===== config.mk =====
export PLATFORM = sky130hd
export DESIGN_NAME = mealy_seq_detector
export DESIGN_NICKNAME = d
export VERILOG_FILES = /design/src/rtl/mealy_seq_detector_pkg.sv /design/src/rtl/mealy_seq_detector_sat_counter.sv /design/src/rtl/mealy_seq_detector.sv
export SDC_FILE = /design/constraint.sdc
export NUM_CORES = 1
export LEC_CHECK = 0
export CAP_MARGIN = 20
export CORE_MARGIN = 3
export CORE_UTILIZATION = 53
export DETAILED_ROUTE_END_ITERATION = 8
export GPL_TIMING_DRIVEN = 0
export PLACE_DENSITY = 0.82
export SLEW_MARGIN = 20
export SYNTH_ARGS = -nofsm -noshare
export SYNTH_HDL_FRONTEND = slang
export SYNTH_SLANG_ARGS = --single-unit
export TNS_END_PERCENT = 10

===== constraint.sdc =====
create_clock -name clock -period 4.62 [get_ports clock]
set_input_delay 0.693 -clock clock [delete_from_list [all_inputs] [get_ports clock]]
set_output_delay 0.693 -clock clock [all_outputs]
set_load 0.01 [all_outputs]

===== src/rtl/mealy_seq_detector_pkg.sv =====
// Shared constants and helpers for the parametrised Mealy sequence detector.
package mealy_pkg;

  localparam logic [3:0] DEFAULT_PATTERN_4 = 4'b1011;

  // Bits needed to hold values 0..value-1, never less than one.
  function automatic int clog2(input int value);
    int result;
    result = 32'sd0;
    while ((32'sd1 <<< result) < value) begin
      result = result + 32'sd1;
    end
    if (result < 32'sd1) begin
      result = 32'sd1;
    end
    return result;
  endfunction

endpackage


===== src/rtl/mealy_seq_detector_sat_counter.sv =====
// Saturating up-counter with synchronous clear; sat flags the all-ones value.
module sat_counter #(
  parameter int WIDTH = 8
) (
  input  logic             clk,
  input  logic             rst_n,
  input  logic             inc,
  input  logic             clr,
  output logic [WIDTH-1:0] count,
  output logic             sat
);

  logic [WIDTH-1:0] count_d, count_q;
  logic             sat_d, sat_q;

  // Next count: clear beats increment, increment stops at all-ones.
  always_comb begin
    count_d = count_q;
    if (clr) begin
      count_d = '0;
    end else if (inc && (count_q != {WIDTH{1'b1}})) begin
      count_d = count_q + WIDTH'(1);
    end else begin
      count_d = count_q;
    end
    sat_d = (count_d == {WIDTH{1'b1}});
  end

  // Counter and saturation flag registers.
  always_ff @(posedge clk or negedge rst_n) begin
    if (!rst_n) begin
      count_q <= '0;
      sat_q   <= 1'b0;
    end else begin
      count_q <= count_d;
      sat_q   <= sat_d;
    end
  end

  assign count = count_q;
  assign sat   = sat_q;

endmodule


===== src/rtl/mealy_seq_detector.sv =====
// Mealy detector for a runtime-loadable PAT_WIDTH-bit serial pattern with
// optional overlap and a saturating match counter.
module mealy_seq_detector
  import mealy_pkg::*;
#(
  parameter int                   PAT_WIDTH       = 4,
  parameter logic [PAT_WIDTH-1:0] DEFAULT_PATTERN = DEFAULT_PATTERN_4,
  parameter bit                   OVERLAP         = 1'b1,
  parameter int                   CNT_WIDTH       = 8
) (
  input  logic                 clock,
  input  logic                 reset,
  input  logic                 ain,
  input  logic                 ain_valid,
  input  logic [PAT_WIDTH-1:0] pattern_in,
  input  logic                 pattern_load,
  input  logic                 count_clear,
  output logic                 aout,
  output logic                 aout_q,
  output logic [CNT_WIDTH-1:0] match_count,
  output logic                 count_sat
);

  localparam int                FILL_W   = clog2(PAT_WIDTH);
  localparam logic [FILL_W-1:0] FILL_MAX = FILL_W'(PAT_WIDTH - 1);

  logic [PAT_WIDTH-1:0] pattern_d, pattern_q;
  logic [PAT_WIDTH-2:0] hist_d, hist_q;
  logic [FILL_W-1:0]    fill_d, fill_q;
  logic                 aout_d, aout_r_q;
  logic [PAT_WIDTH-1:0] window_s;
  logic                 match_s;

  // Candidate window: stored history plus the bit arriving this cycle.
  assign window_s = {hist_q, ain};
  assign match_s  = ain_valid & ~pattern_load & (fill_q == FILL_MAX) & (window_s == pattern_q);
  assign aout     = match_s & reset;

  // Pattern, history and fill updates; a load discards the same-cycle sample.
  always_comb begin
    pattern_d = pattern_q;
    hist_d    = hist_q;
    fill_d    = fill_q;
    aout_d    = aout;
    if (pattern_load) begin
      pattern_d = pattern_in;
      hist_d    = '0;
      fill_d    = '0;
    end else if (ain_valid) begin
      hist_d = window_s[PAT_WIDTH-2:0];
      if (!OVERLAP && aout) begin
        fill_d = '0;
      end else if (fill_q != FILL_MAX) begin
        fill_d = fill_q + FILL_W'(1);
      end else begin
        fill_d = fill_q;
      end
    end else begin
      hist_d = hist_q;
      fill_d = fill_q;
    end
  end

  // Detector state and registered copy of the match flag.
  always_ff @(posedge clock or negedge reset) begin
    if (!reset) begin
      pattern_q <= DEFAULT_PATTERN;
      hist_q    <= '0;
      fill_q    <= '0;
      aout_r_q  <= 1'b0;
    end else begin
      pattern_q <= pattern_d;
      hist_q    <= hist_d;
      fill_q    <= fill_d;
      aout_r_q  <= aout_d;
    end
  end

  assign aout_q = aout_r_q;

  sat_counter #(
    .WIDTH(CNT_WIDTH)
  ) u_match_cnt (
    .clk  (clock),
    .rst_n(reset),
    .inc  (aout),
    .clr  (count_clear),
    .count(match_count),
    .sat  (count_sat)
  );

endmodule


# Word-level counts from Yosys, hierarchy flattened
# Index checks and enable logic that the tools add are counted.
# word_totals
in_bits	10
wordCells	29
reg_bits	19
# op_classes
n_eq_ne	5
add_sub_neg	2
n_bitwise	5
reduce_logical	4
mux	7
# ops
operator	n
2-to-1 mux 8 bit	2
adder 8 x 1 -> 8 bit, second input constant	1
equality test 8 bit, second input constant	1
!= test 8 bit, second input constant	1
2-to-1 mux 2 bit	3
2-to-1 mux 3 bit	2
bitwise AND 1 bit	4
equality test 4 bit	1
nonzero test 2 bit	2
adder 2 x 1 -> 2 bit, second input constant	1
equality test 2 bit, second input constant	1
!= test 2 bit, second input constant	1
AND reduction 2 bit	1
logical AND 1 bit	1
inverter 1 bit	1

# Depth between registers and ports, before layout
# depth
depth_word	9
ltp_mapped	7
depth_no_buf	7

# By module
# From an unflattened synthesis, not the netlist that was laid out.
# hier_totals
cells_unflattened	87
hier_area_um2	988.4
# modules_own_cells
mod	cells_each	seq_area_each_um2	area_each_um2	instances
sat_counter	52	225.2	535.5	1
mealy_seq_detector	35	254.0	452.9	1

# Least setup slack after synthesis
# OpenSTA, ideal clock, no wires.
# synth_path
kind	input -> register
from	input pattern_load
to	register u_match_cnt.sat_q (netlist: u_match_cnt.sat)
slack_ns	2.368
path_stages	7
setup_time_ns	0.098
t_arrival_ns	2.155
path_cell_list	buf_4 nand4b_4 a211oi_2 nand2_2 xor2_1 or3b_1 nor4bb_2
# synth_between
elab_chain_len	9
# synth_rtl
element	line_no	source
start: declaration	mealy_seq_detector.sv:16	input logic pattern_load,
inverter 1 bit	mealy_seq_detector.sv:36	assign match_s = ain_valid & ~pattern_load & (fill_q == FILL_MAX) & (window_s == pattern_q);
bitwise AND 1 bit (3 in a row)	mealy_seq_detector.sv:36	
bitwise AND 1 bit	mealy_seq_detector.sv:37	assign aout = match_s & reset;
logical AND 1 bit	mealy_seq_detector_sat_counter.sv:21	end else if (inc && (count_q != {WIDTH{1'b1}})) begin
2-to-1 mux 8 bit	mealy_seq_detector_sat_counter.sv:21	
2-to-1 mux 8 bit	mealy_seq_detector_sat_counter.sv:19	if (clr) begin
equality test 8 bit	mealy_seq_detector_sat_counter.sv:26	sat_d = (count_d == {WIDTH{1'b1}});
named net u_match_cnt.sat_d	mealy_seq_detector_sat_counter.sv:14	logic sat_d, sat_q;
end signal: assignment	mealy_seq_detector_sat_counter.sv:36	sat_q <= sat_d;
end: declaration	mealy_seq_detector_sat_counter.sv:14	
# The timed path passes the listed nets, and every way through them passes these cells.
# A chain may end at the register's enable or synchronous reset.

# Worst setup path in the final report
# layout_path
from	input reset
to	output aout
# layout_between
elab_chain_len	1
# layout_rtl
element	line_no	source
start: declaration	mealy_seq_detector.sv:12	input logic reset,
bitwise AND 1 bit	mealy_seq_detector.sv:37	
end: declaration	mealy_seq_detector.sv:18	output logic aout,
# Every way passes these cells.

==> flow_metrics.py <==
metrics = {
    "outcome": {
        "status": "completed",
    },
    "worst_setup_path": {
        "worst-path-buf-inv": 2,
        "path_max_fanout": 20,
        "startpoint_type": "primary input",
        "cp.depth": 5,
        "slowest_delay_ns": 1.07,
        "crit_end": "aout",
        "required_ns": 3.93,
        "worstSetupEndpointType": "output port",
        "crit_type": "primary input to output port",
        "cp_top_family": "buffers and inverters",
        "crit_arrival_ns": 2.99,
        "crit_slowest_cell": "clkdlybuf4s50_1",
        "critical_path.startpoint": "reset",
        "path_cells": "clkdlybuf4s50_1, nand4b_4, or2_4, nor2_4, clkdlybuf4s50_1",
        "r2r-start": "u_match_cnt.count[0]$_DFF_PN0_",
        "cp_common_cell": "clkdlybuf4s50_1",
        "reg2reg_depth": 7,
        "r2r-end": "u_match_cnt.sat$_DFF_PN0_",
        "regToRegSetupSlack_ns": 2.28,
    },
    "final_layout": {
        "drive_gt1_share_pct": 17.9,
        "fillCellCount": 153,
        "finish.utilization_pct": 70.5,
        "multi_input_area_sq_um": 504,
        "insertedDiodeCount": 0,
        "nets": 125,
        "design_area_sq_um": 1240,
        "seq_area_sq_um": 479,
        "area_delta_synth_final_pct": 23.6,
    },
    "synthesis": {
        "synth.top_cells.by_count": "16 x dfrtp_1, 9 x nor2_1, 6 x nand2_1, 5 x mux2i_1, 5 x nand3_1",
        "netlist.area_leader.share_pct": 39.8,
        "syn_area_sq_um": 1010,
        "synth_seq_cells": 19,
        "synth_top_cells_by_area": "dfrtp_1 40%, dfstp_2 7.8%, mux2i_1 5.0%, mux2_2 4.5%, xnor2_1 3.5%",
        "yosysTopAreaCell": "dfrtp_1",
        "syn-num-nets": 102,
        "synth_edf_count": 0,
        "yosys.cell_count.top_type": "dfrtp_1",
        "synth_seq_area_share_pct": 47.6,
        "synth_warnings": 0,
        "ys.flop_type": "dfrtp_1",
        "synth_cells": 90,
        "ys_types": 36,
        "synthArstFlopShare_pct": 100,
        "synth_area_per_cell_sq_um": 11.2,
    },
    "route": {
        "top_layer_used": "met4",
        "ant_nets": 0,
        "met2WireLength_um": 892,
        "drt_wl_total_um": 1880,
        "dr.pass1.iters": 5,
        "drtIter0Drc": 16,
        "wl_met3_um": 111,
        "drc": 0,
        "m1WireLength_um": 852,
        "vias": 772,
        "avgViaCountPerCell": 5.64,
        "wl_per_cell_um": 13.7,
    },
    "clock_network": {
        "postCtsSetupRepairBufs": 0,
        "ctsHoldBuffers": 0,
        "clock_latency_ns": 0.29,
        "cts_tree": "built",
        "cts.clk_slew.worst_paths_ns": 0.11,
        "clock_path_buffers": 2,
        "cts_root_buffer": "clkbuf_4",
        "ctsHtreeMaxLevel": 1,
        "cts_sinks": 19,
        "numCtsBuffers": 3,
        "post_cts_resized": 0,
    },
    "power": {
        "p_sw_share_pct": 24.1,
        "internal-power_mw": 0.224,
        "comb_power_share_pct": 11.1,
        "p_sw_mw": 0.0713,
        "p_leak_nw": 0.534,
        "pwr_density_cell_nw_per_um2": 238,
        "seq_power_share_pct": 60.2,
        "ir_worst_vdd_mv": 0.240,
        "power.share.clock_pct": 28.7,
    },
    "sta": {
        "skew_ns": 0.00116,
        "tns_ns": 0,
        "fin_ws_ns": 0.934,
        "finalCritPeriodShare_pct": 79.8,
        "whs_ns": 0.545,
        "hold_viol": 0,
        "max_freq_mhz": 271,
        "rsz0062_at_grt": "false",
        "maxSlewHeadroom_pct": 38.4,
        "maxSlewViolCount": 0,
        "worst_pin_slew_ns": 0.921,
        "fin_crit_ns": 3.69,
        "setup_violations": 0,
    },
    "place": {
        "dpl_worst_slack_ns": 0.874,
        "dp.final_hpwl_um": 1450,
        "dpl_cell_area_sq_um": 1220,
        "gp_congestion": 0.818,
        "io_buffers": 18,
    },
    "min_path": {
        "hp-start": "pattern_q[2]$_DFFE_PN0P_",
        "min-delay-path-class": "flip-flop to flip-flop",
    },
    "grt": {
        "track_usage_pct": 16.8,
        "grt_pass1_vias": 751,
        "grt-ovfl-total": 0,
        "grt_max_degree": 21,
        "grt_pass1_wl_um": 3250,
        "antenna_found_initial": 0,
    },
    "floorplanning": {
        "die_height_um": 49.6,
        "num_io_pins": 21,
        "die_w_um": 49.6,
        "fp.dieArea_sq_um": 2460,
        "core_sq_um": 1760,
        "start_util_pct": 57.0,
        "fp-row-count": 15,
    },
    "flow_run": {
        "maxCapViolCount": 0,
    },
}
-- layer usage --
metal | GRT usage [%] | up-vias
met5 | 0 | -
li1 | - | 371
met2 | 27.8 | 31
met4 | 5.53 | 0
met3 | 3.02 | 4
met1 | 22.2 | 366
-- cells by family after synthesis --
logic type	count (synthesis)	synth area share [%]
AO/OA/AOI/OAI	12	9.33
XOR/XNOR	8	6.96
adder cells (fa/ha/maj)	2	2.49
buffers and inverters	4	2.24
flip-flops	19	47.6
multiplexers	9	9.45
AND/OR/NAND/NOR	36	21.9
-- power groups by stage --
stage,clock (mW),combinational (mW),sequential (mW)
finish,0.0848,0.0328,0.178
CTS,0.0869,0.0334,0.178
detailed placement,0,0.0333,0.181
global route,0.0930,0.0360,0.179
global placement,0,0.0320,0.181
floorplan,0,0.0197,0.180
-- cell usage in the layout, fill, tap and decap left out, types with 2 or more instances in the layout --
master and n:
clkbuf_4 3, nand2_1 6, a21oi_1 2, a31oi_1 2, ha_1 2, clkdlybuf4s50_1 18
clkbuf_1 2, nor3_1 2, xor2_1 4, xnor2_1 4, o21ai_0 2, nor2_1 9
and3_1 2, mux2i_1 5, dfrtp_1 16, buf_4 2, mux2_2 4, nand3_1 5
dfstp_2 3
-- final cells by class --
| cell class | instances | area share [%] |
|---|---|---|
| multi-input cells | 67 | 40.5 |
| inverters | 1 | 0.302 |
| flip-flops and latches | 19 | 38.5 |
| clock buffers | 4 | 2.11 |
| well taps | 25 | 2.52 |
| plain buffers | 3 | 1.51 |
| repair buffers | 18 | 14.5 |
-- worst register-to-register path, cell delays in order (launching register included) --
cell	delay (ns)
dfrtp_1	0.44
ha_1	0.29
and4_1	0.27
a211oi_2	0.26
nand2_2	0.16
xor2_1	0.18
or3b_1	0.40
nor4bb_2	0.26
-- per-stage QoR --
step           instances  total power [mW]
6_report             137             0.296
5_1_grt              137             0.308
4_1_cts              137             0.298
3_5_place_dp         133             0.215
3_3_place_gp         133             0.213
2_1_floorplan         90             0.200
-- worst min-delay path by stage --
stage / end / slack, ns / cells after the start
final: pattern_q[2]$_DFFE_PN0P_ / 0.55 / 1
after global routing: fill_q[1]$_DFFE_PN0P_ / 0.59 / 2
after CTS: pattern_q[2]$_DFFE_PN0P_ / 0.55 / 1
after detailed placement: pattern_q[2]$_DFFE_PN0P_ / 0.52 / 1
after global placement: fill_q[1]$_DFFE_PN0P_ / 0.51 / 2
after floorplan: aout_q$_DFF_PN0_ / 0.40 / 0
-- registers in the layout, indices dropped and copies added (netlist names) --
register           count
aout_q                 1
fill_q                 2
hist_q                 3
pattern_q              4
u_match_cnt.count      8
u_match_cnt.sat        1
(Power assumes the default switching activity.)
